--- src/rtl/ysyx_23060136_bpu_bht.sv ---
// Tagged branch history table: zero-latency prediction from registered state, one update per cycle.
// Optional gshare-style indexing is enabled by defining YSYX_23060136_BHT_GHR_EN.
module ysyx_23060136_bpu_bht #(
  parameter int BITS_W  = 32,
  parameter int ENTRIES = 16,
  parameter int TAG_W   = 8,
  parameter int CNT_W   = 2,
  parameter int IDX_W   = $clog2(ENTRIES)
) (
  input  logic              clk,
  input  logic              rst_n,
  input  logic [BITS_W-1:0] IFU_pc,
  output logic              pred_take,
  output logic [BITS_W-1:0] pred_target,
  output logic [IDX_W-1:0]  pred_ghr,
  input  logic              upd_valid,
  input  logic [BITS_W-1:0] upd_pc,
  input  logic              upd_taken,
  input  logic [BITS_W-1:0] upd_target,
  input  logic [IDX_W-1:0]  upd_ghr,
  input  logic              flush_all
);

  localparam logic [CNT_W-1:0] CNT_MAX = {CNT_W{1'b1}};
  localparam logic [CNT_W-1:0] WEAK_T  = CNT_W'(1) << (CNT_W - 1);
  localparam logic [CNT_W-1:0] WEAK_NT = WEAK_T - CNT_W'(1);

  logic [ENTRIES-1:0] valid_q, valid_d;
  logic [TAG_W-1:0]   tag_q    [ENTRIES];
  logic [TAG_W-1:0]   tag_d    [ENTRIES];
  logic [CNT_W-1:0]   cnt_q    [ENTRIES];
  logic [CNT_W-1:0]   cnt_d    [ENTRIES];
  logic [BITS_W-1:0]  target_q [ENTRIES];
  logic [BITS_W-1:0]  target_d [ENTRIES];

  logic [IDX_W-1:0] rd_idx, wr_idx;
  logic [TAG_W-1:0] rd_tag, wr_tag;
  logic             rd_hit, wr_hit;
  logic [CNT_W-1:0] wr_cnt;

  assign rd_tag = IFU_pc[TAG_W+IDX_W+1:IDX_W+2];
  assign wr_tag = upd_pc[TAG_W+IDX_W+1:IDX_W+2];

`ifdef YSYX_23060136_BHT_GHR_EN
  logic [IDX_W-1:0] ghr_q, ghr_d;

  assign rd_idx   = IFU_pc[IDX_W+1:2] ^ ghr_q;
  assign wr_idx   = upd_pc[IDX_W+1:2] ^ upd_ghr;
  assign pred_ghr = ghr_q;

  // Truncating cast keeps the youngest IDX_W outcomes, and also covers IDX_W == 1.
  always_comb begin
    ghr_d = ghr_q;
    if (flush_all) begin
      ghr_d = '0;
    end else if (upd_valid) begin
      ghr_d = IDX_W'({ghr_q, upd_taken});
    end
  end

  always_ff @(posedge clk or negedge rst_n) begin
    if (!rst_n) begin
      ghr_q <= '0;
    end else begin
      ghr_q <= ghr_d;
    end
  end

  logic unused_ok;
  assign unused_ok = ^{IFU_pc, upd_pc};
`else
  assign rd_idx   = IFU_pc[IDX_W+1:2];
  assign wr_idx   = upd_pc[IDX_W+1:2];
  assign pred_ghr = '0;

  logic unused_ok;
  assign unused_ok = ^{IFU_pc, upd_pc, upd_ghr};
`endif

  // Prediction path: purely combinational from the registered table.
  assign rd_hit      = valid_q[rd_idx] && (tag_q[rd_idx] == rd_tag);
  assign pred_take   = rd_hit && cnt_q[rd_idx][CNT_W-1];
  assign pred_target = pred_take ? target_q[rd_idx] : (IFU_pc + BITS_W'(4));

  assign wr_hit = valid_q[wr_idx] && (tag_q[wr_idx] == wr_tag);
  assign wr_cnt = cnt_q[wr_idx];

  always_comb begin
    valid_d  = valid_q;
    tag_d    = tag_q;
    cnt_d    = cnt_q;
    target_d = target_q;
    if (flush_all) begin
      valid_d = '0;
    end else if (upd_valid) begin
      if (wr_hit) begin
        if (upd_taken) begin
          if (wr_cnt != CNT_MAX) begin
            cnt_d[wr_idx] = wr_cnt + CNT_W'(1);
          end
          target_d[wr_idx] = upd_target;
        end else if (wr_cnt != '0) begin
          cnt_d[wr_idx] = wr_cnt - CNT_W'(1);
        end
      end else if (upd_taken) begin
        // Miss on a taken branch evicts whatever occupies the slot.
        valid_d[wr_idx]  = 1'b1;
        tag_d[wr_idx]    = wr_tag;
        cnt_d[wr_idx]    = WEAK_T;
        target_d[wr_idx] = upd_target;
      end
    end
  end

  always_ff @(posedge clk or negedge rst_n) begin
    if (!rst_n) begin
      valid_q <= '0;
      for (int i = 0; i < ENTRIES; i++) begin
        tag_q[i]    <= '0;
        cnt_q[i]    <= WEAK_NT;
        target_q[i] <= '0;
      end
    end else begin
      valid_q  <= valid_d;
      tag_q    <= tag_d;
      cnt_q    <= cnt_d;
      target_q <= target_d;
    end
  end

endmodule

--- config.mk ---
export PLATFORM = sky130hd
export DESIGN_NAME = ysyx_23060136_bpu_bht
export DESIGN_NICKNAME = d
export VERILOG_FILES = /design/src/rtl/ysyx_23060136_bpu_bht.sv
export SDC_FILE = /design/constraint.sdc
export NUM_CORES = 1
export LEC_CHECK = 0
export BUFFER_PORTS_ARGS = -buffer_cell sky130_fd_sc_hd__buf_2
export CAP_MARGIN = 20
export CELL_PAD_IN_SITES_DETAIL_PLACEMENT = 1
export CELL_PAD_IN_SITES_GLOBAL_PLACEMENT = 2
export CORE_ASPECT_RATIO = 1.4
export CORE_MARGIN = 2
export CORE_UTILIZATION = 41
export CTS_BUF_LIST = sky130_fd_sc_hd__clkbuf_4 sky130_fd_sc_hd__clkbuf_8
export CTS_CLUSTER_SIZE = 8
export DETAILED_ROUTE_END_ITERATION = 16
export PLACE_DENSITY = 0.8
export SYNTH_ARGS = -nofsm -noshare
export SYNTH_HDL_FRONTEND = slang
export SYNTH_SLANG_ARGS = --single-unit
--- constraint.sdc ---
create_clock -name clk -period 3.64 [get_ports clk]
set_input_delay 0.364 -clock clk [delete_from_list [all_inputs] [get_ports clk]]
set_output_delay 0.364 -clock clk [all_outputs]
set_load 0.02 [all_outputs]
After elaboration in Yosys (flattened, before gate mapping)

Cells that the tools add are included.

Flip-flop bits (word level): 688
Output and inout port bits: 37
Logic and storage cells: 126

Add/sub/neg operators: 3
Order comparisons: 6
Eq/ne operators: 5
Mux-type cells: 41
Bitwise operators: 8
Reduce and logical (&&, ||, !) cells: 14

Operators by type and width:

| operator                                                                      | number |
|---|---|
| 512-bit bitwise mux                                                           | 1 |
| 32-bit two-way mux                                                            | 9 |
| 32-bit binary-select mux with 4-bit select                                    | 1 |
| 128-bit bitwise mux                                                           | 1 |
| 32-bit demux with 4-bit select                                                | 1 |
| 8-bit binary-select mux with 4-bit select                                     | 2 |
| 32-bit bitwise mux                                                            | 2 |
| 16-bit two-way mux                                                            | 4 |
| 8-bit two-way mux                                                             | 5 |
| 32-bit by 3-bit adder with 32-bit output (second input constant)              | 1 |
| 8-bit demux with 4-bit select                                                 | 1 |
| 16-bit OR                                                                     | 2 |
| 16-bit bitwise AND                                                            | 1 |
| 2-bit binary-select mux with 4-bit select                                     | 2 |
| 8-bit == test                                                                 | 2 |
| 16-bit NOT                                                                    | 1 |
| 5-bit >= comparator (second input constant)                                   | 2 |
| 4-bit by 5-bit less-than comparator with 1-bit output (second input constant) | 2 |
| 2-bit two-way mux                                                             | 5 |
| 4-bit NOT with 5-bit output                                                   | 2 |
| 2-bit nonzero test                                                            | 5 |
| 1-bit binary-select mux with 4-bit select                                     | 2 |
| 2-bit demux with 4-bit select                                                 | 1 |
| 3-bit AND reduction                                                           | 2 |
| other kinds (12)                                                              | 20 |

Longest topological paths before layout

Depth in word-level cells: 9
Mapped depth: 16

Least setup slack after synthesis

OpenSTA, ideal clock, no wires.

Kind: input port to output port
From: input port IFU_pc[2]
To: output port pred_target[0]
Arrival time: 3.390 ns
Setup slack: -0.114 ns
Cell stages on the path: 8
Path buffers: 5
Cells stage by stage: buf_2 > buf_2 > clkbuf_1 > clkbuf_1 > buf_1 > mux4_2 > mux4_2 > mux2_2

Cells in the longest elaborated chain, start to end: 8

Ends and longest elaborated chain:

| element                                               | line       | source |
|---|---|---|
| start, declared                                       | 12         | `input logic [BITS_W-1:0] IFU_pc,` |
| 4-bit NOT with 5-bit output (not written as such)     | 81, 82, 83 |  |
| 8-bit binary-select mux with 4-bit select             | 81         | `assign rd_hit = valid_q[rd_idx] && (tag_q[rd_idx] == rd_tag);` |
| 8-bit two-way mux (not written as such) (2 in series) | 81         |  |
| 8-bit == test                                         | 81         |  |
| 1-bit logical AND                                     | 81         |  |
| 1-bit logical AND                                     | 82         | `assign pred_take = rd_hit && cnt_q[rd_idx][CNT_W-1];` |
| 32-bit two-way mux (*)                                | 83         | `assign pred_target = pred_take ? target_q[rd_idx] : (IFU_pc + BITS_W'(4));` |
| end, declared                                         | 14         | `output logic [BITS_W-1:0] pred_target,` |

Mark *: on every way between the ends. The rest lies on a longest branch, timed or not. The select of a mux whose other input is x is not followed.

Worst setup path in the final report

From: register tag_q[35] (netlist name)
To: output port pred_target[24]

Cells in the longest elaborated chain, start to end: 7

Ends and longest elaborated chain:

| element                                               | line | source |
|---|---|---|
| start, declared                                       | 29   | `logic [TAG_W-1:0] tag_q [ENTRIES];` |
| start signal, assigned                                | 125  | `tag_q <= tag_d;` |
| 8-bit binary-select mux with 4-bit select             | 81   |  |
| 8-bit two-way mux (not written as such) (2 in series) | 81   |  |
| 8-bit == test                                         | 81   |  |
| 1-bit logical AND                                     | 81   |  |
| 1-bit logical AND                                     | 82   |  |
| 32-bit two-way mux                                    | 83   |  |

Every way passes these cells. The select of a mux whose other input is x is not followed.

==> results.json <==
{
  "clock_latency_ns": 0.77,
  "overflow": 0,
  "final_common_cell": "nand2_1",
  "ys_types": 62,
  "io_pins": 142,
  "drcViolationCount": 0,
  "status": "complete, but fails checks",
  "via_count": 23300,
  "total_power_uw": 18900,
  "cts_inserted_buffers": 111,
  "nNetsFinal": 2998,
  "die_y_um": 343,
  "power.density_nw_per_um2": 486,
  "core_um2": 81600,
  "min_period_over_period_pct": 114,
  "hold_violations": 0,
  "crit_fanout": 21,
  "async_reset_ff_share_pct": 100,
  "synth.area.top_cells": "dfrtp_1, mux4_2, mux2_2",
  "max-slew-margin-rel_pct": 34.3,
  "peakVddDrop_mv": 0.308,
  "ant_nets": 0,
  "rows": 124,
  "drv_slew": 0,
  "layout.cells.non_filler": 4047,
  "htree_num_levels": 3,
  "port_buffers": 113,
  "die_w_um": 246,
  "p_leak_uw": 0.0187,
  "die_area_um2": 84700,
  "clock_path_buffers": 3,
  "cp.arrival_ns": 3.79,
  "syn_to_final_growth_pct": 15.5,
  "grt_antenna_before_repair": 6,
  "skew_ns": 0.0450,
  "hpwl_um": 66100,
  "crit_type": "reg2out",
  "synth_seq_cells": 688,
  "detail_route.first_pass.iterations": 5,
  "yosysSeqAreaShare_pct": 51.1,
  "tightest_slew_ns": 0.985,
  "grt_max_degree": 145,
  "dp_cells": 3803,
  "synth_top_area_cell": "dfrtp_1",
  "synthFlopType": "dfrtp_1",
  "yosys.area.top_type_share_pct": 49.8,
  "syn_area_um2": 33700,
  "period_minus_slack_ns": 4.16,
  "root_buffer": "clkbuf_8",
  "syn_inst": 2706,
  "drv_cap": 0,
  "end_kind": "output port",
  "synth-edff-count": 0,
  "final_cell_mix": "nand2_1, dfrtp_1, mux2_2, mux4_2, clkbuf_8",
  "gp_congestion": 0.835,
  "yosysWarningCount": 0,
  "startpoint_type": "flip-flop",
  "worst_ep_required_time_ns": 3.28,
  "viasPerCell": 5.75,
  "setup_ws_ns": -0.516,
  "routedWlPerCell_um": 26.6,
  "wirelength_um": 108000,
  "globalRouteTotalUtil_pct": 26.2,
  "cts_tree": "yes",
  "setup_viol": 33,
  "clock-sinks": 688,
  "initial_utilization_pct": 41.4,
  "syn_avg_cell_area_um2": 12.5,
  "clkSlewWorstSetupHoldPaths_ns": 0.06,
  "hold-worst-slack_ns": 0.0794,
  "rsz0062_at_grt": "yes",
  "clock.fmax_mhz": 241,
  "grt_pass1_wl_um": 165000,
  "violations": "negative setup slack",
  "drt_iter0_drc": 1620,
  "grt_pass1_vias": 26300,
  "pre_cts_ws_ns": -0.463,
  "drive_gt1_share_pct": 37.3,
  "worstHoldPathType": "in2reg",
  "final_core_util_pct": 47.8
}
repair_timing:
action | 4_1_cts | 5_1_grt
cloned | 1 | 0
endpoints found under the hold margin | 319 | 0
hold buffers | 35 | 0
buffers inserted | 9 | 0
gates resized for setup | 25 | 21
endpoints found under the setup margin | 33 | 33
pin swaps | 1 | 0
routing by layer:
layer	wire length (um)	vias to the layer above	track usage [%]
met3	5080	203	3.55
met1	44500	12600	33.7
met2	54400	665	44.8
met5	27	-	0
li1	-	9859	-
met4	3770	4	10.4
Yosys cell counts (all sizes together), types with 2 or more instances:
master  number
clkbuf     137
nand2      802
ha           3
dfstp       16
nand3       31
a221oi       4
mux4       235
o21ai       21
nand4       12
a22oi        3
nor2b       11
or3          2
inv         20
mux2i       29
a22o         5
a211oi       4
nand2b       8
nor4         8
xor2        14
dfrtp      672
and4         3
nor2        34
o22ai        4
mux2       451
a32o         3
xnor2       29
a21oi        5
or2          6
a21o        15
and3         4
o21a         6
nor3        14
o31ai        7
and2         6
a41oi        2
buf         69
layout make-up:
type / instances / area, um^2
well taps: 1071 / 1340
clock buffers: 178 / 2170
flip-flops and latches: 688 / 17200
fillers: 8488 / 42600
diodes: 5 / 12.5
multi-input cells: 1795 / 15600
inverters: 20 / 75.1
repair buffers: 274 / 2390
clock inverters: 16 / 110
critical path, cell delays in order (launching register included):
cell and delay [ns]:
dfrtp_1 0.38, mux4_2 0.48, mux4_2 0.55, xnor2_2 0.15
nand4_1 0.13, or4_4 0.64, buf_12 0.22, mux2_2 0.30
buf_4 0.16
cells by family after synthesis:
kind of cell | Yosys count | share of synthesized area [%]
buffers and inverters | 226 | 2.81
DFF | 688 | 51.1
adders and majority gates | 3 | 0.111
AOI/OAI and AO/OA | 84 | 1.86
xor gates and xnor gates | 43 | 1.12
and+or+nand+nor | 946 | 11.4
muxes | 715 | 31.6
other | 1 | 0.0111
metrics by stage:
step / instance area, um^2 / TNS (ns)
floorplan: 33800 / 0
detailed placement: 36100 / -14.86
global placement: 36100 / -11.15
global route: 39000 / -18.54
CTS: 38900 / -16.88
finish: 39000 / -15.07
sequential cells by signal, indices dropped and copies added (netlist names):
signal / cells
cnt_q: 32
tag_q: 128
target_q: 512
valid_q: 16
path summary, 6_finish.rpt:
path	depth (start not counted)	to	slack (ns)	from
min reg2reg	2	target_q[171]$_DFFE_PN0P_	0.47	target_q[171]$_DFFE_PN0P_
max reg2reg	9	cnt_q[9]$_DFFE_PN0P_	0.35	tag_q[11]$_DFFE_PN0P_
min in group asynchronous	2	target_q[234]$_DFFE_PN0P_	0.16	rst_n
min	2	tag_q[75]$_DFFE_PN0P_	0.08	upd_pc[9]
max	8	pred_target[24]	-0.52	tag_q[35]$_DFFE_PN0P_
max in group asynchronous	3	tag_q[43]$_DFFE_PN0P_	2.11	rst_n
where the power goes:
part	switching, uW	internal (uW)
combinational	1320	1500
clock	3160	3760
sequential	581	8630
Note: power is estimated with default switching activity, not from simulation.
